===== src/rtl/axis_crc32_word_packer.sv =====
// Packs an 8-bit AXI-Stream byte stream into padded 32-bit words for the CRC-32 engine.
// Optional frame statistics outputs are built when CRC_PACKER_STATS_EN is defined.
module axis_crc32_word_packer #(
    parameter int         OUT_BYTES = 4,
    parameter logic [7:0] PAD_BYTE  = 8'h00,
    parameter bit         MSB_FIRST = 1'b1
) (
    input  logic        aclk,
    input  logic        areset,
    input  logic [7:0]  s_axis_tdata,
    input  logic        s_axis_tvalid,
    output logic        s_axis_tready,
    input  logic        s_axis_tlast,
    output logic [31:0] m_axis_tdata,
    output logic [3:0]  m_axis_tkeep,
    output logic        m_axis_tvalid,
    input  logic        m_axis_tready,
    output logic        m_axis_tlast,
    output logic        frame_done
`ifdef CRC_PACKER_STATS_EN
    ,
    output logic [15:0] frame_bytes,
    output logic [15:0] frame_count
`endif
);

    if (OUT_BYTES != 4) begin : g_bad_out_bytes
        $error("axis_crc32_word_packer supports only OUT_BYTES == 4");
    end

    logic [31:0] acc_data;
    logic [3:0]  acc_keep;
    logic [1:0]  idx;
    logic [1:0]  lane;
    logic [31:0] word_data;
    logic [3:0]  word_keep;
    logic        accept;
    logic        word_done;
    logic        drain;

    // The output register can take a new word whenever it is empty or draining this cycle.
    assign s_axis_tready = !areset && (!m_axis_tvalid || m_axis_tready);
    assign accept        = s_axis_tvalid && s_axis_tready;
    assign word_done     = accept && ((idx == 2'd3) || s_axis_tlast);
    assign drain         = m_axis_tvalid && m_axis_tready;
    assign lane          = MSB_FIRST ? (2'd3 - idx) : idx;

    always_comb begin
        word_data                 = acc_data;
        word_data[8*lane +: 8]    = s_axis_tdata;
        word_keep                 = acc_keep | (4'b0001 << lane);
    end

    always_ff @(posedge aclk) begin
        if (areset) begin
            acc_data      <= {4{PAD_BYTE}};
            acc_keep      <= 4'b0000;
            idx           <= 2'd0;
            m_axis_tvalid <= 1'b0;
            m_axis_tdata  <= 32'h0;
            m_axis_tkeep  <= 4'b0000;
            m_axis_tlast  <= 1'b0;
            frame_done    <= 1'b0;
        end else begin
            frame_done <= drain && m_axis_tlast;

            if (word_done) begin
                m_axis_tdata <= word_data;
                m_axis_tkeep <= word_keep;
                m_axis_tlast <= s_axis_tlast;
                acc_data     <= {4{PAD_BYTE}};
                acc_keep     <= 4'b0000;
                idx          <= 2'd0;
            end else if (accept) begin
                acc_data <= word_data;
                acc_keep <= word_keep;
                idx      <= idx + 2'd1;
            end

            // A load on the same edge as a drain keeps tvalid high (no bubble).
            if (word_done) begin
                m_axis_tvalid <= 1'b1;
            end else if (drain) begin
                m_axis_tvalid <= 1'b0;
            end
        end
    end

`ifdef CRC_PACKER_STATS_EN
    logic [15:0] run_len;
    logic [15:0] run_len_next;
    logic [15:0] out_len;

    // Length travels with the tlast word so it is published when that word drains.
    assign run_len_next = (run_len == 16'hFFFF) ? run_len : run_len + 16'd1;

    always_ff @(posedge aclk) begin
        if (areset) begin
            run_len     <= 16'd0;
            out_len     <= 16'd0;
            frame_bytes <= 16'd0;
            frame_count <= 16'd0;
        end else begin
            if (accept) begin
                run_len <= s_axis_tlast ? 16'd0 : run_len_next;
            end
            if (word_done && s_axis_tlast) begin
                out_len <= run_len_next;
            end
            if (drain && m_axis_tlast) begin
                frame_bytes <= out_len;
                frame_count <= frame_count + 16'd1;
            end
        end
    end
`endif

endmodule


===== config.mk =====
export PLATFORM = sky130hd
export DESIGN_NAME = axis_crc32_word_packer
export DESIGN_NICKNAME = d
export VERILOG_FILES = /design/src/rtl/axis_crc32_word_packer.sv
export SDC_FILE = /design/constraint.sdc
export NUM_CORES = 1
export LEC_CHECK = 0
export ABC_AREA = 0
export CAP_MARGIN = 15
export CORE_ASPECT_RATIO = 1.2
export CORE_MARGIN = 1
export CORE_UTILIZATION = 45
export CTS_CLUSTER_DIAMETER = 60
export DETAILED_ROUTE_END_ITERATION = 10
export PLACE_DENSITY = 0.8
export SLEW_MARGIN = 0
export SYNTH_ARGS = -nofsm -noshare
export SYNTH_HDL_FRONTEND = slang
export SYNTH_SLANG_ARGS = --single-unit

===== constraint.sdc =====
create_clock -name aclk -period 5.44 [get_ports aclk]
set_input_delay 1.088 -clock aclk [delete_from_list [all_inputs] [get_ports aclk]]
set_output_delay 1.088 -clock aclk [all_outputs]
set_load 0.02 [all_outputs]

# == After elaboration in Yosys (flattened, before gate mapping) ==
# Index checks and enable logic that the tools add are counted.
# classes
n_eq_ne,1
div_mod_pow,0
reduce_logical,11
n_mux,3
n_bitwise,1
addsub,3
shifts,3
order_cmp,0
mul,0
# ops
op,count
$neg 5->34,1
$shift 8x34->32 const A,1
$shiftx 8x34->32,1
$bwmux 32,1
$logic_and 1x1->1,5
$or 4x4->4,1
$shl 1x2->4 const A,1
$add 2x1->2 const B,1
$eq 2x2->1 const B,1
$logic_not 1->1,2
$logic_or 1x1->1,2
$mux 1,2
$reduce_bool 2->1,1
$reduce_or 2->1,1
$sub 2x2->2 const A,1
# totals
romBits,0
elab_cells,30
input_bits,13
out_inout_bits,40
ram_bits,0
latchBits,0
regBits,77
memories,0

# == Logic depth before layout (Yosys ltp) ==
# Gate-level depths: netlist of the first run.
# logic_depth
ltp_word,6
depth_mapped,9

# == Worst setup path after synthesis of the first run ==
# Ideal clock, no wire load.
# synth_timing
path_kind,input to output
start,input m_axis_tready
end,output s_axis_tready
setup_slack_ns,2.643
cell_stages,3
required_time_ns,4.352
arrival_ns,1.709
n_path_buf,1
path_cell_list,nand2b_1 -> buf_4 -> nor2b_1
# synth_via
elab_chain_cells,2
# synth_lines
element,line_no,rtl
start: declaration,17,"input logic m_axis_tready,"
$logic_or 1x1->1,42,assign s_axis_tready = !areset && (!m_axis_tvalid || m_axis_tready);
$logic_and 1x1->1,42,
end: declaration,12,"output logic s_axis_tready,"
# Every way passes these cells.

# == Worst setup path after layout of the first run ==
# Same ends and word-level chain as after synthesis.

==> key figures, run 1 <==
Routing
  • DRC violation count after routing: 0
  • Total wire length: 8.15 mm
  • Vias/cell: 5.90
  • Vias post-DR: 2,917
  • Drt pass-1 iters: 5
  • Iteration-0 DRC Markers: 298
  • Final ANT Viol Nets: 0
  • Routed WL per cell: 16.5 um

STA
  • FMAX: 258 MHz
  • Actual slew at the worst max-slew pin: 906 ps
  • Final Cycle Share: 71.2%
  • Setup Total Neg Slack: 0 ps
  • Final Setup Violations: 0
  • Clk_skew: 7.23 ps
  • Final hold viol count: 0
  • Pins Over Slew Limit: 0
  • Tmin final: 3870 ps
  • Max-slew headroom: 39.6%
  • RSZ-0062 raised after global routing: no

Finish
  • Area delta synth->final: 14.7%
  • Antenna Cells: 0
  • Most common cell after layout, fill and taps aside: dfxtp_1
  • Most frequent cells in the layout: dfxtp_1, nor2_1, clkdlybuf4s50_1
  • Fillers: 658
  • FF/Latch Area: 1540 sq um
  • Nets@finish: 420
  • Multi-input logic area: 1470 sq um
  • Layout Cells excl Fill: 494
  • Share of layout cells above drive strength 1: 7.67%

Global routing
  • Initial antenna violation count: 0
  • Vias in the first global route: 2,672
  • Largest net degree at the start of global routing: 41
  • Global-route wire length before repair: 13.2 mm
  • Tot GR Track Use: 21.9%
  • Grt ovf: 0

Placement
  • DPL Wire Length: 5.06 mm
  • PortBufs: 52
  • DP Cell Count: 478
  • Gp weighted congestion: 0.882

Synthesis
  • Post-synth cell types: 37
  • Synth Area in XOR/XNOR: 0.254%
  • Post-Synth Adder-Cell Area: 2.90%
  • Register area share after synthesis: 44.7%
  • Yosys warning count: 0
  • Flops & latches, synth: 77
  • Synthesized instance count: 372
  • Compound-Gate Fraction of Synth Area: 16.3%
  • Primary FF master, synth: dfxtp_1
  • Cell Area, Synth: 3450 sq um
  • Simple-Gate Fraction of Synth Area: 22.9%
  • Largest family of logic cells by synthesized area: simple AND/OR/NAND/NOR gates
  • Synthesized net count: 393
  • Mux contribution to synthesized area: 0%
  • Post-synth EDFFs: 0
  • Fraction of registers with async set/reset: 0%
  • Syn avg cell area: 9.28 sq um

Min path
  • Worst Hold Class: register to register

Worst setup path
  • Critical path class: input port to output pin
  • Worst path arrival time: 2780 ps
  • Crit. End Element: output pin
  • Worst Setup Start Kind: input port
  • Crit Path Max Fanout: 12
  • CP Data Required Time: 4350 ps

Floorplan
  • Die Y-Extent: 97.9 um
  • Row count: 34
  • Horiz. Die Dim: 82.0 um
  • Total core area: 7320 sq um
  • Top-Level Pins: 53
  • Starting density of the core: 47.2%
  • Die Area: 8030 sq um

CTS
  • CTS clock-pin slew for the worst setup and hold paths: 80 ps
  • Clock tree buffer depth: 2
  • Resized cells post-CTS: 0
  • CTS tree: yes
  • CTS Hold Buffers Added: 0
  • Clock sink count: 77
  • H-tree depth: 3
  • Post-CTS setup buffers: 0
  • Worst skew pair latency: 360 ps
  • Root buf cell: clkbuf_8
  • TritonCTS buffer count: 9

Power
  • Pwr dens: 316 nW/um^2
  • Lkg Pwr: 1.38 nW
  • Max IR drop VDD: 0.000182 V

Flow run
  • Number of max-cap violations: 0

Status
  • Status: completed
-- layout make-up --
| cell class | count | share of cell area (%) |
|---|---|---|
| multi-input combinational | 242 | 37.0 |
| tap | 90 | 2.84 |
| sequential | 77 | 38.9 |
| clock inverter | 3 | 1.64 |
| inverter | 14 | 1.33 |
| timing repair buffer | 55 | 13.7 |
| clock buffer | 13 | 4.52 |
-- logic make-up (layout without fill, tap and decap cells) --
kind of cell             Yosys count  count (layout)
buffers and inverters             53              85
flip-flops                        77              77
XOR/XNOR                           1               1
AND/OR/NAND/NOR                  153             153
AO/OA/AOI/OAI                     80              80
adder cells (fa/ha/maj)            8               8
-- flip-flops by register name, indices dropped and copies added, names as in the netlist --
name           cells
acc_data          32
acc_keep           4
frame_done         1
idx                2
m_axis_tdata      32
m_axis_tkeep       4
m_axis_tlast       1
m_axis_tvalid      1
-- where the power goes --
group	internal, mW	switching, mW
registers	0.581	0.0109
clock network	0.308	0.202
logic	0.0579	0.0906
total	0.947	0.304
-- per-layer routing --
metal	global-route usage (%)	up-vias	routed length, um
li1	-	1387	-
met1	27.9	1387	3500
met2	33.2	123	3810
met3	6.73	20	597
met4	10.1	0	245
met5	0	-	0
-- worst paths after layout --
path | start | to | slack, ps | cells past startpoint
worst min-delay path | acc_data[10]$_SDFFE_PP0P_ | acc_data[10]$_SDFFE_PP0P_ | 450 | 2
worst max-delay path | m_axis_tready | s_axis_tready | 1570 | 4
worst max register to register | idx[0]$_SDFFE_PP0P_ | m_axis_tdata[28]$_SDFFE_PP0P_ | 2450 | 5
worst min register to register | acc_data[10]$_SDFFE_PP0P_ | acc_data[10]$_SDFFE_PP0P_ | 450 | 2
-- synth_stat cells (2+ instances only) --
cell,instances,area [sq um]
inv_1,14,52.6
a22oi_1,8,60.1
buf_2,5,25.0
nor3_2,5,50.1
a211oi_1,8,60.1
bufbuf_8,8,150
nand2_1,21,78.8
nor3_1,35,175
buf_6,13,146
and3_1,2,12.5
nor2_1,57,214
a21oi_1,30,150
a32oi_1,8,70.1
dfxtp_1,77,1540
ha_1,8,100
a221oi_1,24,210
nand3_1,4,20.0
clkbuf_1,6,22.5
nand4_1,16,100
buf_4,6,45.0
-- worst max-delay path, cell delays in order --
cell and delay, ps:
clkdlybuf4s50_1 470, nand2b_1 360, nor2b_1 240, clkdlybuf4s50_1 630
-- per-stage QoR --
| step | hold WS, ps | utilization [%] | cell area [sq um] | power, mW | setup slack [ps] |
|---|---|---|---|---|---|
| after CTS | 455 | 54.1 | 3960 | 1.26 | 1550 |
| final | 454 | 54.1 | 3960 | 1.25 | 1570 |
| after detailed placement | 444 | 50.8 | 3710 | 0.751 | 1550 |
| after global placement | 439 | 50.8 | 3710 | 0.748 | 1590 |
| after floorplan | 430 | - | 3450 | 0.714 | 2640 |
| after global routing | 474 | 54.1 | 3960 | 1.30 | 1500 |
(Power assumes the default switching activity.)
==> inputs of run 2 (changes only) <==
--- a/config.mk
+++ b/config.mk
@@ -12,7 +12,7 @@
 export CORE_UTILIZATION = 45
 export CTS_CLUSTER_DIAMETER = 60
 export DETAILED_ROUTE_END_ITERATION = 10
-export PLACE_DENSITY = 0.8
+export PLACE_DENSITY = 0.82
 export SLEW_MARGIN = 0
 export SYNTH_ARGS = -nofsm -noshare
 export SYNTH_HDL_FRONTEND = slang
==> constraint.sdc (replaced) <==
create_clock -name aclk -period 3.49 [get_ports aclk]
set_input_delay 0.698 -clock aclk [delete_from_list [all_inputs] [get_ports aclk]]
set_output_delay 0.698 -clock aclk [all_outputs]
set_load 0.02 [all_outputs]
==> key figures, run 2 (same netlist as run 1, synthesis figures left out) <==
Routing
  • Routed WL per cell: 16.2 um
  • Total wire length: 8.07 mm
  • Drt pass-1 iters: 4
  • Vias/cell: 5.80
  • Vias post-DR: 2,887
  • Final ANT Viol Nets: 0
  • DRC violation count after routing: 0
  • Iteration-0 DRC Markers: 185

Floorplan
  • Row count: 34
  • Die Y-Extent: 97.9 um
  • Starting density of the core: 47.2%
  • Horiz. Die Dim: 82.0 um
  • Die Area: 8030 sq um
  • Top-Level Pins: 53
  • Total core area: 7320 sq um

Worst setup path
  • Critical path class: input port to output pin
  • Top delay family on crit path: buffers and inverters
  • Worst Setup Start Kind: input port
  • Reg2reg setup slack: 980 ps
  • Crit Path Max Fanout: 2
  • Worst path arrival time: 2140 ps
  • Crit-path cells: clkdlybuf4s50_1 -> nand2b_1 -> nor2b_1 -> clkdlybuf4s50_1
  • CP max stage delay: 630 ps
  • CP bufs+invs: 2
  • Crit. End Element: output pin
  • CP Data Required Time: 2790 ps
  • Most used cell, CP: clkdlybuf4s50_1
  • Slowest cell on crit path: clkdlybuf4s50_1

CTS
  • CTS clock-pin slew for the worst setup and hold paths: 70 ps
  • Clock sink count: 77
  • Post-CTS setup buffers: 0
  • Worst skew pair latency: 360 ps
  • Root buf cell: clkbuf_8
  • Clock tree buffer depth: 2
  • CTS tree: yes
  • H-tree depth: 3
  • TritonCTS buffer count: 9
  • CTS Hold Buffers Added: 0
  • Resized cells post-CTS: 0

Global routing
  • Global-route wire length before repair: 13.6 mm
  • Initial antenna violation count: 0
  • Tot GR Track Use: 22.2%
  • Largest net degree at the start of global routing: 40
  • Vias in the first global route: 2,780
  • Grt ovf: 0

Finish
  • Most common cell after layout, fill and taps aside: dfxtp_1
  • Nets@finish: 424
  • Top flop regs: acc_data x32, m_axis_tdata x32
  • FF/Latch Area: 1540 sq um
  • Area delta synth->final: 15.0%
  • Share of layout cells above drive strength 1: 8.33%
  • Most frequent cells in the layout: dfxtp_1, nor2_1, clkdlybuf4s50_1
  • Antenna Cells: 0
  • Fillers: 645
  • Multi-input logic area: 1470 sq um
  • Post-route cell area: 3970 sq um

STA
  • Setup Total Neg Slack: 0 ps
  • Final hold viol count: 0
  • Pins Over Slew Limit: 0
  • Actual slew at the worst max-slew pin: 822 ps
  • Clk_skew: 6.68 ps
  • Final Cycle Share: 81.3%
  • RSZ-0062 raised after global routing: no
  • Tmin final: 2840 ps
  • Max-slew headroom: 45.2%
  • Final Setup Violations: 0
  • FMAX: 352 MHz

Power
  • Lkg Pwr: 1.39 nW
  • Max IR drop VDD: 0.000229 V
  • Clock share of power: 39.6%
  • Switching portion of total power: 24.9%
  • Pwr dens: 482 nW/um^2
  • Switching power: 0.475 mW
  • Flop pwr share: 48.3%
  • Int Power: 1.44 mW
  • Logic pwr share: 12.2%

Placement
  • DPL Wire Length: 5.31 mm
  • Placed instance area: 3740 sq um
  • Gp weighted congestion: 0.783
  • PortBufs: 52

Flow run
  • Number of max-cap violations: 0

Min path
  • Worst Hold Class: register to register

Status
  • Status: completed
==> run 2: layout make-up <==
type                    count  area share (%)
clock buffers              12            3.91
clock inverters             4            1.76
inverters                  14            1.32
multi-input cells         242            36.9
flip-flops and latches     77            38.8
well taps                  90            2.84
repair buffers             59            14.4
==> run 2: metrics by stage <==
step / util, % / power, mW / instances / hold slack [ps] / setup WS [ps]
6_report: 54.3 / 1.91 / 498 / 452 / 653
5_1_grt: 54.3 / 1.98 / 498 / 467 / 589
4_1_cts: 54.3 / 1.92 / 498 / 454 / 649
3_5_place_dp: 51.2 / 1.17 / 482 / 446 / 649
3_3_place_gp: 51.2 / 1.17 / 482 / 439 / 643
2_1_floorplan: - / 1.11 / 372 / 430 / 1470
==> run 2: worst paths after layout <==
check,from,to,cells after the start
setup / recovery,m_axis_tready,s_axis_tready,4
hold / removal,acc_data[5]$_SDFFE_PP0P_,acc_data[5]$_SDFFE_PP0P_,2
setup reg to reg,idx[0]$_SDFFE_PP0P_,m_axis_tdata[14]$_SDFFE_PP0P_,5
hold reg to reg,acc_data[5]$_SDFFE_PP0P_,acc_data[5]$_SDFFE_PP0P_,2
==> run 2: metal layers <==
metal	global-route usage [%]	vias to the layer above	wire (um)
li1	-	1391	-
met3	5.14	21	644
met1	27.7	1354	3230
met2	33.7	121	3900
met4	13.8	0	301
met5	0	-	0
==> run 2: worst register-to-register path, cell delays in order, from the launching register on <==
cell and delay, ps:
dfxtp_1 630, ha_1 490, or2_1 210, nand3_2 480, a221oi_1 480, nor3_1 100
==> run 2: power groups by stage <==
stage / Combinational [mW] / Sequential, mW / Clock (mW)
global placement: 0.228 / 0.942 / 0
detailed placement: 0.231 / 0.944 / 0
finish: 0.233 / 0.923 / 0.757
CTS: 0.232 / 0.923 / 0.760
global route: 0.253 / 0.926 / 0.798
floorplan: 0.146 / 0.966 / 0
